$ cat src/rtl/seq_shift_add_mult.sv
// seq_shift_add_mult: sequential shift-and-add unsigned multiplier, one multiplier bit per clock
module seq_shift_add_mult_ha (
    input  logic i_a,
    input  logic i_b,
    output logic o_s,
    output logic o_c
);
    assign o_s = i_a ^ i_b;
    assign o_c = i_a & i_b;
endmodule

module seq_shift_add_mult_fa (
    input  logic i_a,
    input  logic i_b,
    input  logic i_ci,
    output logic o_s,
    output logic o_c
);
    assign o_s = i_a ^ i_b ^ i_ci;
    assign o_c = (i_a & i_b) | (i_ci & (i_a ^ i_b));
endmodule

module seq_shift_add_mult #(
    parameter int WIDTH = 4
) (
    input  logic               i_clk,
    input  logic               i_rst_n,
    input  logic               i_start,
    input  logic [WIDTH-1:0]   i_a,
    input  logic [WIDTH-1:0]   i_b,
    output logic               o_busy,
    output logic               o_done,
    output logic [2*WIDTH-1:0] o_p
);
    localparam int CW = $clog2(WIDTH + 1);
    typedef enum logic [1:0] {IDLE, RUN, FIN} state_t;
    state_t           r_state, w_next;
    logic [WIDTH-1:0] r_mcand, r_acc_hi, r_acc_lo;
    logic [CW-1:0]    r_cnt;
    logic [WIDTH-1:0] w_addend, w_sum, w_hi_nxt, w_lo_nxt;
    logic [WIDTH:1]   w_c;
    logic             w_cy;

    assign w_addend = r_acc_lo[0] ? r_mcand : '0;
    assign w_cy     = w_c[WIDTH];
    assign w_hi_nxt = {w_cy, w_sum[WIDTH-1:1]};
    assign w_lo_nxt = {w_sum[0], r_acc_lo[WIDTH-1:1]};

    seq_shift_add_mult_ha u_ha (
        .i_a (r_acc_hi[0]),
        .i_b (w_addend[0]),
        .o_s (w_sum[0]),
        .o_c (w_c[1])
    );

    for (genvar i = 1; i < WIDTH; i++) begin : g_fa
        seq_shift_add_mult_fa u_fa (
            .i_a  (r_acc_hi[i]),
            .i_b  (w_addend[i]),
            .i_ci (w_c[i]),
            .o_s  (w_sum[i]),
            .o_c  (w_c[i+1])
        );
    end

    // next-state decode and state-decoded status outputs
    always_comb begin
        w_next = r_state;
        o_busy = (r_state == RUN);
        o_done = (r_state == FIN);
        unique case (r_state)
            IDLE:    w_next = i_start ? RUN : IDLE;
            RUN:     w_next = (r_cnt == CW'(WIDTH - 1)) ? FIN : RUN;
            FIN:     w_next = IDLE;
            default: w_next = IDLE;
        endcase
    end

    // state, operand latch, accumulate-and-shift datapath, product register
    always_ff @(posedge i_clk or negedge i_rst_n) begin
        if (!i_rst_n) begin
            r_state  <= IDLE;
            r_mcand  <= '0;
            r_acc_hi <= '0;
            r_acc_lo <= '0;
            r_cnt    <= '0;
            o_p      <= '0;
        end else begin
            r_state <= w_next;
            if (r_state == IDLE && i_start) begin
                r_mcand  <= i_a;
                r_acc_lo <= i_b;
                r_acc_hi <= '0;
                r_cnt    <= '0;
            end
            if (r_state == RUN) begin
                r_acc_hi <= w_hi_nxt;
                r_acc_lo <= w_lo_nxt;
                r_cnt    <= r_cnt + CW'(1);
                if (w_next == FIN) o_p <= {w_hi_nxt, w_lo_nxt};
            end
        end
    end
endmodule

$ cat config.mk
export PLATFORM = sky130hd
export DESIGN_NAME = seq_shift_add_mult
export DESIGN_NICKNAME = d
export VERILOG_FILES = /design/src/rtl/seq_shift_add_mult.sv
export SDC_FILE = /design/constraint.sdc
export NUM_CORES = 1
export LEC_CHECK = 0
export ABC_AREA = 1
export CAP_MARGIN = 15
export CORE_ASPECT_RATIO = 1.1
export CORE_MARGIN = 4
export CORE_UTILIZATION = 50
export CTS_CLUSTER_SIZE = 28
export DETAILED_ROUTE_END_ITERATION = 16
export MAX_ROUTING_LAYER = met4
export PLACE_DENSITY = 0.79
export SLEW_MARGIN = 20
export SYNTH_ARGS = -nofsm -noshare
export SYNTH_HDL_FRONTEND = slang
export SYNTH_SLANG_ARGS = --single-unit
$ cat constraint.sdc
create_clock -name i_clk -period 2.55 [get_ports i_clk]
set_input_delay 0.6375 -clock i_clk [delete_from_list [all_inputs] [get_ports i_clk]]
set_output_delay 0.6375 -clock i_clk [all_outputs]
set_load 0.005 [all_outputs]
==> results of run 1 <==
synthesized netlist by cell type:
library cell  number  area (sq um)
a21oi_1            1          5.00
o21ai_2            4          35.0
inv_2              1          3.75
buf_6              1          11.3
buf_4              1          7.51
buf_2              2          10.0
nor2_1             2          7.51
nand3_1           15          75.1
nand2_4            1          11.3
ha_1               3          37.5
nand2_1           45           169
dfrtp_1           25           626
o21ai_0           10          50.1
fa_1               3          60.1
inv_1             12          45.0
nor2_4             1          11.3
cell families (layout without fill, tap and decap cells):
kind of cell / after synthesis / after routing / share of synthesized area (%)
buffers and inverters: 17 / 38 / 6.66
DFF: 25 / 25 / 53.7
adders and majority gates: 6 / 6 / 8.38
AOI/OAI and AO/OA: 15 / 15 / 7.73
and+or+nand+nor: 64 / 64 / 23.5
where the power goes:
group / total, mW / leakage, nW / switching, mW / internal (mW)
clock network: 0.174 / 0.0150 / 0.113 / 0.0612
logic: 0.620 / 0.353 / 0.343 / 0.277
registers: 0.665 / 0.321 / 0.111 / 0.553
sequential cells by signal, summed over array words and instances, names as in the netlist:
signal,flops
r_mcand,4
r_acc_lo,4
r_state,2
o_p,8
r_acc_hi,4
r_cnt,3
worst max path at each step:
| stage | startpoint | to | slack [ps] | depth (start not counted) |
|---|---|---|---|---|
| CTS | r_acc_lo[0]$_DFFE_PN0P_ | r_acc_hi[2]$_DFFE_PN0P_ | 320 | 8 |
| detailed placement | r_acc_lo[0]$_DFFE_PN0P_ | r_acc_hi[2]$_DFFE_PN0P_ | 350 | 8 |
| finish | r_acc_lo[0]$_DFFE_PN0P_ | r_acc_hi[2]$_DFFE_PN0P_ | 330 | 8 |
| global route | r_acc_lo[0]$_DFFE_PN0P_ | r_acc_hi[2]$_DFFE_PN0P_ | 190 | 8 |
| global placement | r_acc_lo[0]$_DFFE_PN0P_ | r_acc_hi[2]$_DFFE_PN0P_ | 400 | 8 |
| floorplan | r_acc_lo[0]$_DFFE_PN0P_ | r_acc_hi[2]$_DFFE_PN0P_ | 450 | 8 |
worst reg2reg max path, delay by kind of cell (launching register included):
family,cells,cell delay [ps]
adder cells (fa/ha/maj),4,1420
flip-flops,1,420
AND/OR/NAND/NOR,1,60
AO/OA/AOI/OAI,1,100
buffers and inverters,2,100
per-stage QoR:
stage | power (mW) | hold slack, ps | worst slack [ps] | cell area, sq um
after floorplan | 1.09 | 342 | 452 | 1160
after global placement | 1.27 | 461 | 400 | 1380
after detailed placement | 1.30 | 470 | 351 | 1380
after CTS | 1.47 | 500 | 321 | 1410
after global routing | 1.62 | 525 | 193 | 1410
final | 1.46 | 495 | 327 | 1410
routing by layer:
metal / vias to the layer above / track usage [%]
met5: - / -
met4: 0 / 3.56
met3: 4 / 3.04
met2: 18 / 27.5
met1: 422 / 22.2
li1: 444 / -
area by class of cell:
type | instances | share of cell area [%]
flip-flops and latches | 25 | 44.4
multi-input cells | 85 | 32.8
repair buffers | 21 | 14.8
inverters | 13 | 3.47
well taps | 30 | 2.67
clock buffers | 4 | 1.87
==> qor.txt, run 1 <==
fillcell total - 186
Cell Rows - 18
# IOs - 21
worst r2r dst - r_acc_hi[2]$_DFFE_PN0P_
Resized cells post-CTS - 0
Startpoint Class - flop
clk root buf - clkbuf_4
Critical Path AT - 2410 ps
Syn Nets - 144
Worst Hold Class - flop to flop
first-pass GRT wire length - 3880 um
crit-path cells - nand2_1 > inv_1 > ha_1 > inv_1 > fa_1 > fa_1 > fa_1 > o21ai_0
worst hold endpoint - o_p[3]$_DFFE_PN0P_
Setup-failing EPs final - 0
pwr dens - 1040 nW/um^2
starting density of the core - 52.2%
Post-Route WL - 2100 um
drt via density - 4.99
layout cells sized above 1 - 7.43%
core area - 2230 sq um
Die Width - 54.0 um
Avg WL per Cell - 11.8 um
# port buffers - 20
syn_area_per_cell - 9.17 sq um
FMAX - 450 MHz
leakage power - 0.690 nW
setup repair bufs after CTS - 0
area of the multi-input gates - 462 sq um
status - finished clean
R2R cell count - 8
WL met3 - 99 um
htree depth - 1
cts hold-fix bufs - 0
Yosys cell types - 16
Post-route DRC - 0
reg-to-reg slack, setup - 330 ps
CTS Buffer Depth - 2
Bufs and invs on worst path - 2
cell with the largest stage delay on the worst path - fa_1
Tcrit/Tclk final - 87.2%
clock slew seen by the registers of the worst setup and hold paths - 130 ps
Req. time, crit path - 2740 ps
Slew @ Worst Pin - 588 ps
most frequent cells in the layout - 45 x nand2_1, 25 x dfrtp_1, 20 x clkdlybuf4s50_1
largest net degree at the start of global routing - 26
die height - 58.6 um
flip-flop and latch count after synthesis - 25
RSZ-0062 raised after global routing - no
peak supply drop - 730 uV
Hold Startpoint - o_p[3]$_DFFE_PN0P_
Total GRT Usage - 16.9%
Final ANT Viol Nets - 0
met2 WL - 1010 um
Vias - 888
slowest cell delay on critical path - 530 ps
Yosys warnings - 0
maxcap violations - 0
most frequent CP cell - fa_1
TritonCTS buffer count - 3
Final Hold Fails - 0
max layer used - met4
Initial DRC Count - 33
Die Area - 3170 sq um
Clock Latency Late Sink - 320 ps
Antenna diodes - 0
cell family contributing the most delay on the critical path - adder cells
fin cells - 178
TritonCTS clock tree - built
antenna violations before repair - 0
grt total ovfl - 0
TNS Setup - 0 ps
Pre-Repair DR Iteration Count - 4
Slew Viols, Final - 0
Reg area - 626 sq um
Placed Cells incl. Taps - 174
clk sinks - 25
Synth Cell Area - 1160 sq um
Slew Limit Headroom - 60.7%
r2r startpoint - r_acc_lo[0]$_DFFE_PN0P_
Layout Area Growth over Synthesis - 20.8%
sequential-to-total area share from yosys stat - 53.7%
gpl congestion - 0.770
Hold Crit Depth - 2
CP Capture Type - flop
DRT met1 WL - 975 um
vias in the first global route - 935
Detailed Place HPWL - 1580 um
Crit Path Max Fanout - 5
final net count - 166
skew final - 3.22 ps
most common cell after layout, fill and taps aside - nand2_1
crit path time final - 2220 ps
Setup CP Type - flop to flop
Finished Core Util - 63.1%
Mapped Cells - 127
Note: power is estimated with default switching activity, not from simulation.
==> run 2: changes to the inputs <==
--- a/config.mk
+++ b/config.mk
@@ -8,7 +8,6 @@
 export ABC_AREA = 1
 export CAP_MARGIN = 15
 export CORE_ASPECT_RATIO = 1.1
-export CORE_MARGIN = 4
 export CORE_UTILIZATION = 50
 export CTS_CLUSTER_SIZE = 28
 export DETAILED_ROUTE_END_ITERATION = 16
==> run 2 against run 1 <==
Via count increased by 0.23%. Global-route usage increased by 5.1 points. Clock power about the same. Routed wire length decreased by 0.90%. Sequential power decreased by 0.8%. Die area decreased by 20%. Critical endpoint unchanged. First-iteration DRC count decreased by 48%. Largest cell class unchanged. Critical path depth unchanged.
==> qor.txt, run 2 (synthesis gave the netlist of run 1 again) <==
status - finished clean (unchanged)
Slew Viols, Final - 0 (unchanged)
final net count - 166 (unchanged)
met3 global-route usage - 3.10% (was 3.04%)
Cell Rows - 17 (was 18)
Initial DRC Count - 17 (was 33)
RSZ-0062 raised after global routing - no (unchanged)
starting density of the core - 55.3% (was 52.2%)
Post-Route WL - 2080 um (was 2100 um)
Tcrit/Tclk final - 89.2% (was 87.2%)
Post-route DRC - 0 (unchanged)
most common cell after layout, fill and taps aside - nand2_1 (unchanged)
pwr dens - 1040 nW/um^2 (about the same)
Hold Startpoint - o_p[3]$_DFFE_PN0P_ (unchanged)
antenna violations before repair - 0 (unchanged)
crit path time final - 2280 ps (was 2220 ps)
peak supply drop - 591 uV (was 730 uV)
die height - 52.6 um (was 58.6 um)
busiest grt layer - met2 (unchanged)
TNS Setup - 0 ps (unchanged)
maxcap violations - 0 (unchanged)
Final ANT Viol Nets - 0 (unchanged)
Pre-Repair DR Iteration Count - 4 (unchanged)
max reg flops - 8 (unchanged)
Sequential Power Share - 45.2% (was 45.6%)
Worst Hold Class - flop to flop (unchanged)
cts hold-fix bufs - 0 (unchanged)
Setup-failing EPs final - 0 (unchanged)
TritonCTS buffer count - 3 (unchanged)
most frequent cells in the layout - 45 x nand2_1, 25 x dfrtp_1, 20 x clkdlybuf4s50_1 (unchanged)
leakage power - 0.690 nW (unchanged)
Worst Setup SP - r_acc_lo[0]$_DFFE_PN0P_ (unchanged)
core area - 2110 sq um (was 2230 sq um)
clk root buf - clkbuf_4 (unchanged)
skew final - 4.39 ps (was 3.22 ps)
# IOs - 21 (unchanged)
vias in the first global route - 866 (was 935)
# port buffers - 20 (unchanged)
CP Capture Type - flop (unchanged)
Layout Area Growth over Synthesis - 20.6% (was 20.8%)
Clock Latency Late Sink - 310 ps (was 320 ps)
first-pass GRT wire length - 3770 um (was 3880 um)
clock slew seen by the registers of the worst setup and hold paths - 130 ps (about the same)
r2r startpoint - r_acc_lo[0]$_DFFE_PN0P_ (unchanged)
Vias - 890 (was 888)
layout cells sized above 1 - 7.43% (unchanged)
Resized cells post-CTS - 0 (unchanged)
met1 Resource Use GR - 30.7% (was 22.2%)
global-route track usage on met2 - 32.4% (was 27.5%)
Setup CP Type - flop to flop (unchanged)
grt total ovfl - 0 (unchanged)
switching pwr - 0.568 mW (was 0.566 mW)
Clock power frac - 12.0% (was 11.9%)
Critical Path AT - 2460 ps (was 2410 ps)
Gate power share - 42.8% (was 42.5%)
Startpoint Class - flop (unchanged)
Slew @ Worst Pin - 591 ps (was 588 ps)
largest net degree at the start of global routing - 26 (unchanged)
Slew Limit Headroom - 60.5% (was 60.7%)
Avg WL per Cell - 11.8 um (about the same)
Die Area - 2530 sq um (was 3170 sq um)
Final Hold Fails - 0 (unchanged)
clk sinks - 25 (unchanged)
Die Width - 48.0 um (was 54.0 um)
switching share of power - 38.9% (was 38.8%)
Total GRT Usage - 22.1% (was 16.9%)
htree depth - 1 (unchanged)
Req. time, crit path - 2740 ps (about the same)
drt via density - 5.06 (was 4.99)
Crit Path Max Fanout - 5 (unchanged)
TritonCTS clock tree - built (unchanged)
Detailed Place HPWL - 1490 um (was 1580 um)
FMAX - 439 MHz (was 450 MHz)
internal power - 0.893 mW (was 0.892 mW)
fillcell total - 180 (was 186)
CTS Buffer Depth - 2 (unchanged)
gpl congestion - 0.755 (was 0.770)
Antenna diodes - 0 (unchanged)
setup repair bufs after CTS - 0 (unchanged)
hold slack final - 490 ps (was 495 ps)
Top reg by flops - o_p (unchanged)
## run 2: cell counts in the layout (fill, tap and decap cells not counted)
Identical to the previous run, type by type.
## run 2: per-stage QoR
stage | utilization [%] | instances | area, sq um | worst slack [ps] | power (mW)
floorplan | - | 127 | 1160 | 452 | 1.09
global placement | 65.5 | 172 | 1380 | 400 | 1.27
detailed placement | 65.5 | 172 | 1380 | 302 | 1.30
CTS | 66.7 | 176 | 1410 | 277 | 1.48
global route | 66.7 | 176 | 1410 | 73.7 | 1.62
finish | 66.7 | 176 | 1410 | 275 | 1.46
## run 2: final cells by class
class	count	area, sq um	area share (%)
Inverter	13	48.8	3.47
Tap cell	28	35.0	2.49
Sequential cell	25	626	44.5
Clock buffer	4	26.3	1.87
Multi-Input combinational cell	85	462	32.9
Timing Repair Buffer	21	208	14.8
## run 2: worst max-delay path, stage by stage (launching register included)
cell and delay [ps]:
dfrtp_1 440, nand2_1 70, inv_1 50, ha_1 140
inv_1 50, fa_1 380, fa_1 390, fa_1 530
o21ai_0 100
## run 2: power by group through the flow
stage	registers, mW	logic (mW)	clock network, mW
after detailed placement	0.668	0.632	0
after floorplan	0.651	0.436	0
after global placement	0.663	0.609	0
after global routing	0.685	0.734	0.199
final	0.660	0.626	0.175
after CTS	0.660	0.634	0.182
## run 2: path summary, 6_finish.rpt
check                                     endpoint  slack, ps  depth (start not counted)
setup reg to reg           r_acc_hi[2]$_DFFE_PN0P_        270                          8
hold reg to reg                 o_p[3]$_DFFE_PN0P_        490                          2
min in group asynchronous       o_p[5]$_DFFE_PN0P_        660                          2
max in group asynchronous     r_cnt[0]$_DFFE_PN0P_       1650                          2
hold / removal                  o_p[3]$_DFFE_PN0P_        490                          2
setup / recovery           r_acc_hi[2]$_DFFE_PN0P_        270                          8
## run 2: metal layers
metal | wire, um | vias to the layer above
met2 | 1020 | 17
met3 | 46 | 2
met4 | 17 | 0
li1 | - | 443
met1 | 1000 | 428
met5 | 0 | -
==> run 3: changes to the inputs <==
--- a/config.mk
+++ b/config.mk
@@ -13,7 +13,7 @@
 export DETAILED_ROUTE_END_ITERATION = 16
 export MAX_ROUTING_LAYER = met4
 export PLACE_DENSITY = 0.79
-export SLEW_MARGIN = 20
+export SLEW_MARGIN = 15
 export SYNTH_ARGS = -nofsm -noshare
 export SYNTH_HDL_FRONTEND = slang
 export SYNTH_SLANG_ARGS = --single-unit
==> results of run 3 <==
The final DEF is identical to that of run 2; final timing and power are the same.
